<file path="src/rtl/jtcontra_timing_pkg.sv">
// Shared video timing defaults for the Contra video path.
package jtcontra_timing_pkg;

    localparam int unsigned DEF_HTOTAL   = 384;
    localparam int unsigned DEF_HACTIVE  = 256;
    localparam int unsigned DEF_HS_START = 296;
    localparam int unsigned DEF_HS_END   = 328;

    localparam int unsigned DEF_VTOTAL   = 264;
    localparam int unsigned DEF_VB_START = 240;
    localparam int unsigned DEF_VB_END   = 16;
    localparam int unsigned DEF_VS_START = 248;
    localparam int unsigned DEF_VS_END   = 251;

    // Blank/sync levels derived from one raw H/V position.
    typedef struct packed {
        logic lhbl;
        logic lvbl;
        logic hs;
        logic vs;
    } vflags_t;

    // Half-open window test: lo <= x < hi.
    function automatic logic in_window(input int unsigned x, input int unsigned lo,
                                       input int unsigned hi);
        return (x >= lo) && (x < hi);
    endfunction

endpackage

</file>
<file path="src/rtl/jtcontra_vtiming_cen.sv">
// Pixel clock-enable divider: pxl_cen once per CEN_DIV clocks, pxl2_cen twice.
module jtcontra_vtiming_cen #(
    parameter int unsigned CEN_DIV = 8
) (
    input  logic clk,
    input  logic rstn,
    output logic pxl2_cen,
    output logic pxl_cen
);

    localparam int unsigned   CW   = $clog2(CEN_DIV);
    localparam logic [CW-1:0] LAST = CW'(CEN_DIV - 1);
    localparam logic [CW-1:0] HALF = CW'(CEN_DIV / 2 - 1);

    logic [CW-1:0] cnt;
    logic [CW-1:0] cnt_nxt;

    // Next divider value, wrapping at CEN_DIV-1.
    always_comb begin
        cnt_nxt = (cnt == LAST) ? '0 : cnt + 1'b1;
    end

    // Enables are decoded from the next count so they are high exactly while
    // the divider sits at the decoded value.
    always_ff @(posedge clk or negedge rstn) begin
        if (!rstn) begin
            cnt      <= '0;
            pxl_cen  <= 1'b0;
            pxl2_cen <= 1'b0;
        end else begin
            cnt      <= cnt_nxt;
            pxl_cen  <= (cnt_nxt == LAST);
            pxl2_cen <= (cnt_nxt == LAST) || (cnt_nxt == HALF);
        end
    end

endmodule

</file>
<file path="src/rtl/jtcontra_vtiming.sv">
// Contra video timing: raw H/V counters, blanking/sync, flip, raster IRQs.
module jtcontra_vtiming
    import jtcontra_timing_pkg::*;
#(
    parameter int unsigned CEN_DIV      = 8,
    parameter int unsigned W            = 9,
    parameter int unsigned HTOTAL       = DEF_HTOTAL,
    parameter int unsigned HACTIVE      = DEF_HACTIVE,
    parameter int unsigned HS_START     = DEF_HS_START,
    parameter int unsigned HS_END       = DEF_HS_END,
    parameter int unsigned VTOTAL       = DEF_VTOTAL,
    parameter int unsigned VB_START     = DEF_VB_START,
    parameter int unsigned VB_END       = DEF_VB_END,
    parameter int unsigned VS_START     = DEF_VS_START,
    parameter int unsigned VS_END       = DEF_VS_END,
    parameter int unsigned RENDER_AHEAD = 1,
    parameter int unsigned DLY          = 2
) (
    input  logic         clk,
    input  logic         rstn,
    input  logic         flip,
    input  logic [W-1:0] irq_line,
    input  logic         irq_en,
    input  logic         irq_ack,
    output logic         pxl2_cen,
    output logic         pxl_cen,
    output logic [W-1:0] hdump,
    output logic [W-1:0] vdump,
    output logic [W-1:0] vrender,
    output logic         LHBL,
    output logic         LVBL,
    output logic         HS,
    output logic         VS,
    output logic         LHBL_dly,
    output logic         LVBL_dly,
    output logic         line_irqn,
    output logic         vb_irqn
);

    localparam logic [W-1:0] H_LAST = W'(HTOTAL - 1);
    localparam logic [W-1:0] V_LAST = W'(VTOTAL - 1);
    localparam logic [W:0]   V_TOT  = (W+1)'(VTOTAL);
    localparam logic [W:0]   R_AHD  = (W+1)'(RENDER_AHEAD);

    logic [W-1:0]   h_raw;
    logic [W-1:0]   v_raw;
    logic [W-1:0]   h_nxt;
    logic [W-1:0]   v_nxt;
    logic [W-1:0]   fmask;
    logic [W:0]     vsum;
    logic [W-1:0]   vren;
    vflags_t        flags_now;
    logic           line_set;
    logic           vb_set;
    logic [DLY-1:0] lhbl_sr;
    logic [DLY-1:0] lvbl_sr;

    jtcontra_vtiming_cen #(
        .CEN_DIV (CEN_DIV)
    ) u_cen (
        .clk      (clk),
        .rstn     (rstn),
        .pxl2_cen (pxl2_cen),
        .pxl_cen  (pxl_cen)
    );

    // Counter advance, lookahead line and blank/sync decode of the raw position.
    always_comb begin
        h_nxt = (h_raw == H_LAST) ? '0 : h_raw + 1'b1;
        v_nxt = v_raw;
        if (h_raw == H_LAST) begin
            v_nxt = (v_raw == V_LAST) ? '0 : v_raw + 1'b1;
        end
        fmask = {W{flip}};
        vsum  = {1'b0, v_raw} + R_AHD;
        vren  = (vsum >= V_TOT) ? W'(vsum - V_TOT) : W'(vsum);
        flags_now.lhbl = in_window(32'(h_raw), 0, HACTIVE);
        flags_now.hs   = in_window(32'(h_raw), HS_START, HS_END);
        flags_now.lvbl = in_window(32'(v_raw), VB_END, VB_START);
        flags_now.vs   = in_window(32'(v_raw), VS_START, VS_END);
        line_set = pxl_cen && irq_en && (h_raw == '0) && (v_raw == irq_line);
        vb_set   = pxl_cen && LVBL && !flags_now.lvbl;
    end

    // All visible outputs capture the same raw position on one pxl_cen edge,
    // so they trail the raw counters by one pixel but never disagree.
    always_ff @(posedge clk or negedge rstn) begin
        if (!rstn) begin
            h_raw   <= '0;
            v_raw   <= '0;
            hdump   <= '0;
            vdump   <= '0;
            vrender <= '0;
            LHBL    <= 1'b0;
            LVBL    <= 1'b0;
            HS      <= 1'b0;
            VS      <= 1'b0;
        end else if (pxl_cen) begin
            h_raw   <= h_nxt;
            v_raw   <= v_nxt;
            hdump   <= h_raw ^ fmask;
            vdump   <= v_raw ^ fmask;
            vrender <= vren ^ fmask;
            LHBL    <= flags_now.lhbl;
            LVBL    <= flags_now.lvbl;
            HS      <= flags_now.hs;
            VS      <= flags_now.vs;
        end
    end

    // Blanking delay lines stepped by pxl_cen.
    always_ff @(posedge clk or negedge rstn) begin
        if (!rstn) begin
            lhbl_sr <= '0;
            lvbl_sr <= '0;
        end else if (pxl_cen) begin
            lhbl_sr[0] <= LHBL;
            lvbl_sr[0] <= LVBL;
            for (int unsigned i = 1; i < DLY; i++) begin
                lhbl_sr[i] <= lhbl_sr[i-1];
                lvbl_sr[i] <= lvbl_sr[i-1];
            end
        end
    end

    assign LHBL_dly = lhbl_sr[DLY-1];
    assign LVBL_dly = lvbl_sr[DLY-1];

    // Interrupt requests: a set in the same clock as an ack wins.
    always_ff @(posedge clk or negedge rstn) begin
        if (!rstn) begin
            line_irqn <= 1'b1;
            vb_irqn   <= 1'b1;
        end else begin
            if (line_set)     line_irqn <= 1'b0;
            else if (irq_ack) line_irqn <= 1'b1;
            if (vb_set)       vb_irqn   <= 1'b0;
            else if (irq_ack) vb_irqn   <= 1'b1;
        end
    end

endmodule

</file>
<file path="config.mk">
export PLATFORM = sky130hd
export DESIGN_NAME = jtcontra_vtiming
export DESIGN_NICKNAME = d
export VERILOG_FILES = /design/src/rtl/jtcontra_timing_pkg.sv /design/src/rtl/jtcontra_vtiming_cen.sv /design/src/rtl/jtcontra_vtiming.sv
export SDC_FILE = /design/constraint.sdc
export NUM_CORES = 1
export LEC_CHECK = 0
export BUFFER_PORTS_ARGS = -buffer_cell sky130_fd_sc_hd__buf_2
export CAP_MARGIN = 20
export CORE_ASPECT_RATIO = 1.1
export CORE_MARGIN = 4
export CORE_UTILIZATION = 40
export CTS_CLUSTER_DIAMETER = 200
export DETAILED_ROUTE_END_ITERATION = 12
export MAX_ROUTING_LAYER = met4
export SETUP_SLACK_MARGIN = 0.15
export SYNTH_ARGS = -nofsm -noshare
export SYNTH_HDL_FRONTEND = slang
export SYNTH_SLANG_ARGS = --single-unit
export TNS_END_PERCENT = 20
</file>
<file path="constraint.sdc">
create_clock -name clk -period 4 [get_ports clk]
set_input_delay 0.2 -clock clk [delete_from_list [all_inputs] [get_ports clk]]
set_output_delay 0.2 -clock clk [all_outputs]
set_load 0.03 [all_outputs]
</file>
==> out/metrics.csv <==
stage;metric;value;unit
power_and_ir_drop;total_leakage_power;1.622;nW
power_and_ir_drop;netSwitchingFraction;25.61;%
global_routing;grt_overflow;0;
synthesis;synth_area_leaders;dfrtp_1 (44%), xnor2_1 (11%), nor2_1 (4.2%);
synthesis;synthArstFlopShare;100.0;%
clock_tree;cts-resized-gates;0;
clock_tree;hold_buffers;1;
placement;place_ws;1.584;ns
power_and_ir_drop;powerDensity;340.3;nW/µm²
cells_and_area;n_antenna_cell;0;
clock_tree;cts_tree;yes;
critical_path;r2r_cells;6;
timing;slew-limit-headroom;53.58;%
clock_tree;cts.sinks;60;
critical_path;worstSetupEndpointType;flop;
detailed_routing;route.antenna.remaining_nets;0;
cells_and_area;final_cell_area;3790;µm²
timing;final-hold-violation-count;0;
synthesis;yosysTopAreaCell;dfrtp_1;
detailed_routing;drt_pre_antenna_iters;4;
floorplan;dieWidth;94.51;µm
placement;port_buffers;50;
detailed_routing;detail_route.wl_per_cell;15.91;µm
cells_and_area;final_cells;488;
timing;fin_crit;2.435;ns
power_and_ir_drop;seqPwrFrac;48.7;%
timing;fin_setup_tns;0;ns
synthesis;synth-edff-count;0;
critical_path;startpoint_type;flop;
power_and_ir_drop;ir_drop;0.1988;mV
flow_run;cap_viol_max_count;0;
power_and_ir_drop;power_frac_clock;43.2;%
synthesis;avgSynthCellArea;9.830;µm²
cells_and_area;multi_input_area;1619;µm²
global_routing;grt_pass1_wl;13140;µm
cells_and_area;utilization;47.64;%
placement;place_inst;471;
timing;finalSetupViolCount;0;
detailed_routing;drt_iter0_drc;143;
hold_path;hold_class;in -> reg;
synthesis;yosysMostFrequentCell;dfrtp_1;
clock_tree;cts_max_level;3;
timing;hold_ws;0.1392;ns
floorplan;io-pin-count;51;
synthesis;yosys_warnings;0;
clock_tree;clkTransAtPathRegs;0.08;ns
power_and_ir_drop;combPwrFrac;8.1;%
critical_path;cp.arrival;2.66;ns
cells_and_area;area_growth;15.08;%
synthesis;yosys_register_bits;60;
clock_tree;clk_latency;0.34;ns
power_and_ir_drop;power.internal;0.9594;mW
timing;tightestPinTransition;0.6911;ns
timing;timing.fmax;410.7;MHz
synthesis;syn-cell-area;3293;µm²
global_routing;antenna_found_initial;0;
power_and_ir_drop;total_power;1.290;mW
timing;fin_crit_sh;60.88;%
clock_tree;clockBufferDepth;2;
global_routing;grt_pass1_vias;2602;
cells_and_area;nets;398;
timing;rsz0062_at_grt;false;
synthesis;postSynthCellCount;335;
floorplan;start_util;41.40;%
timing;report.final.slew_viol_count;0;
synthesis;ys_types;60;
cells_and_area;drive_gt1_share;21.84;%
global_routing;grt.total_usage;18.13;%
floorplan;design.die.area;9750;µm²
cells_and_area;nFillCells;785;
synthesis;synth-seq-area-share;45.67;%
placement;detailed_place_hpwl;5384;µm
detailed_routing;drc;0;
cells_and_area;regArea;1505;µm²
placement;place_area;3585;µm²
detailed_routing;vias_per_cell;5.273;
clock_tree;clock-root-buffer;clkbuf_8;
clock_tree;cts_setup_buffers;0;
timing;fin_skew;0.01333;ns
synthesis;synth_fp_nets;358;
status;outcome;finished, final reports clean;
synthesis;synth_top_flop_cell;dfrtp_1;
critical_path;required;4.22;ns
floorplan;die_h;103.2;µm
synthesis;yosys-top-cells-count;dfrtp_1 (58), xnor2_1 (42), nor2_1 (37);
detailed_routing;wl;7766;µm
critical_path;worstSetupPathType;reg -> reg;
power_and_ir_drop;power.net_switching;0.3303;mW
detailed_routing;routed-via-count;2573;
global_routing;grt_max_degree;48;
timing;setup_ws;1.565;ns
clock_tree;cts_buffers;9;
critical_path;cp_max_fo;10;
placement;globalplace.congestion;0.9035;
hold_path;hold_depth;2;
floorplan;core_area;7955;µm²
floorplan;std_cell_rows;34;
synthesis;yosysTopAreaCellShare;44.07;%
## power by group through the flow
stage	Combinational, mW	Clock (mW)	Sequential (mW)
2_1_floorplan	0.0352	0	0.667
3_3_place_gp	0.106	0	0.639
3_5_place_dp	0.106	0	0.639
4_1_cts	0.108	0.571	0.628
5_1_grt	0.115	0.604	0.629
6_report	0.105	0.558	0.627
## sequential cells by signal (all words and copies together), names as in the netlist, 2 cells and up
signal / flops
lhbl_sr: 2
v_raw: 9
hdump: 9
h_raw: 9
lvbl_sr: 2
vdump: 9
vrender: 9
u_cen.cnt: 3
## metal layers
metal / up-vias / GRT usage (%) / wire, µm
li1: 1237 / - / -
met1: 1258 / 23.23 / 3461
met2: 66 / 28.28 / 3762
met3: 12 / 3.869 / 399
met4: 0 / 6.881 / 143
met5: - / - / 0
## path summary, 6_finish.rpt
kind	from	end	slack, ns
setup / recovery	v_raw[0]$_DFFE_PN0P_	vrender[6]$_DFFE_PN0P_	1.56
hold / removal	irq_ack	line_irqn$_DFFE_PN1P_	0.14
setup reg to reg	v_raw[0]$_DFFE_PN0P_	vrender[6]$_DFFE_PN0P_	1.56
hold reg to reg	u_cen.cnt[0]$_DFF_PN0_	u_cen.cnt[0]$_DFF_PN0_	0.47
max in group asynchronous	rstn	line_irqn$_DFFE_PN1P_	2.72
min in group asynchronous	rstn	vrender[4]$_DFFE_PN0P_	0.38
## cell usage in the layout, fill, tap and decap left out, types with 3 or more instances in the layout
master	n
buf_2	50
dfrtp_1	57
clkbuf_8	10
a21oi_1	21
nor3_1	4
nand2b_1	3
nor2b_1	3
ha_1	9
xnor2_1	42
nor2_1	37
o21ai_0	9
nand4_1	10
nand3_1	11
inv_1	15
nand2_1	21
o21ai_1	4
mux2_2	5
or3_1	3
xor2_1	5
## worst max-delay path, cell delays in order, from the launching register on
cell     delay, ns
dfrtp_1       0.53
ha_1          0.45
nand4_1       0.20
nor3_1        0.31
a32o_1        0.37
nor4_1        0.09
or3b_1        0.36
## cell families after synthesis
logic type	synth area share, %
simple gates	19.38
compound gates	11.85
flops	45.67
xor+xnor	12.50
buf+inv	5.167
fa+ha+maj	3.420
mux	2.014
## final cells by class
class	count	share of cell area (%)
clock buffer	12	3.830
sequential	60	39.72
tap	108	3.566
inverter	16	1.585
clock inverter	4	1.321
multi-input combinational	235	42.72
timing repair buffer	53	7.263
No activity file was read; power rests on OpenSTA's default activity.
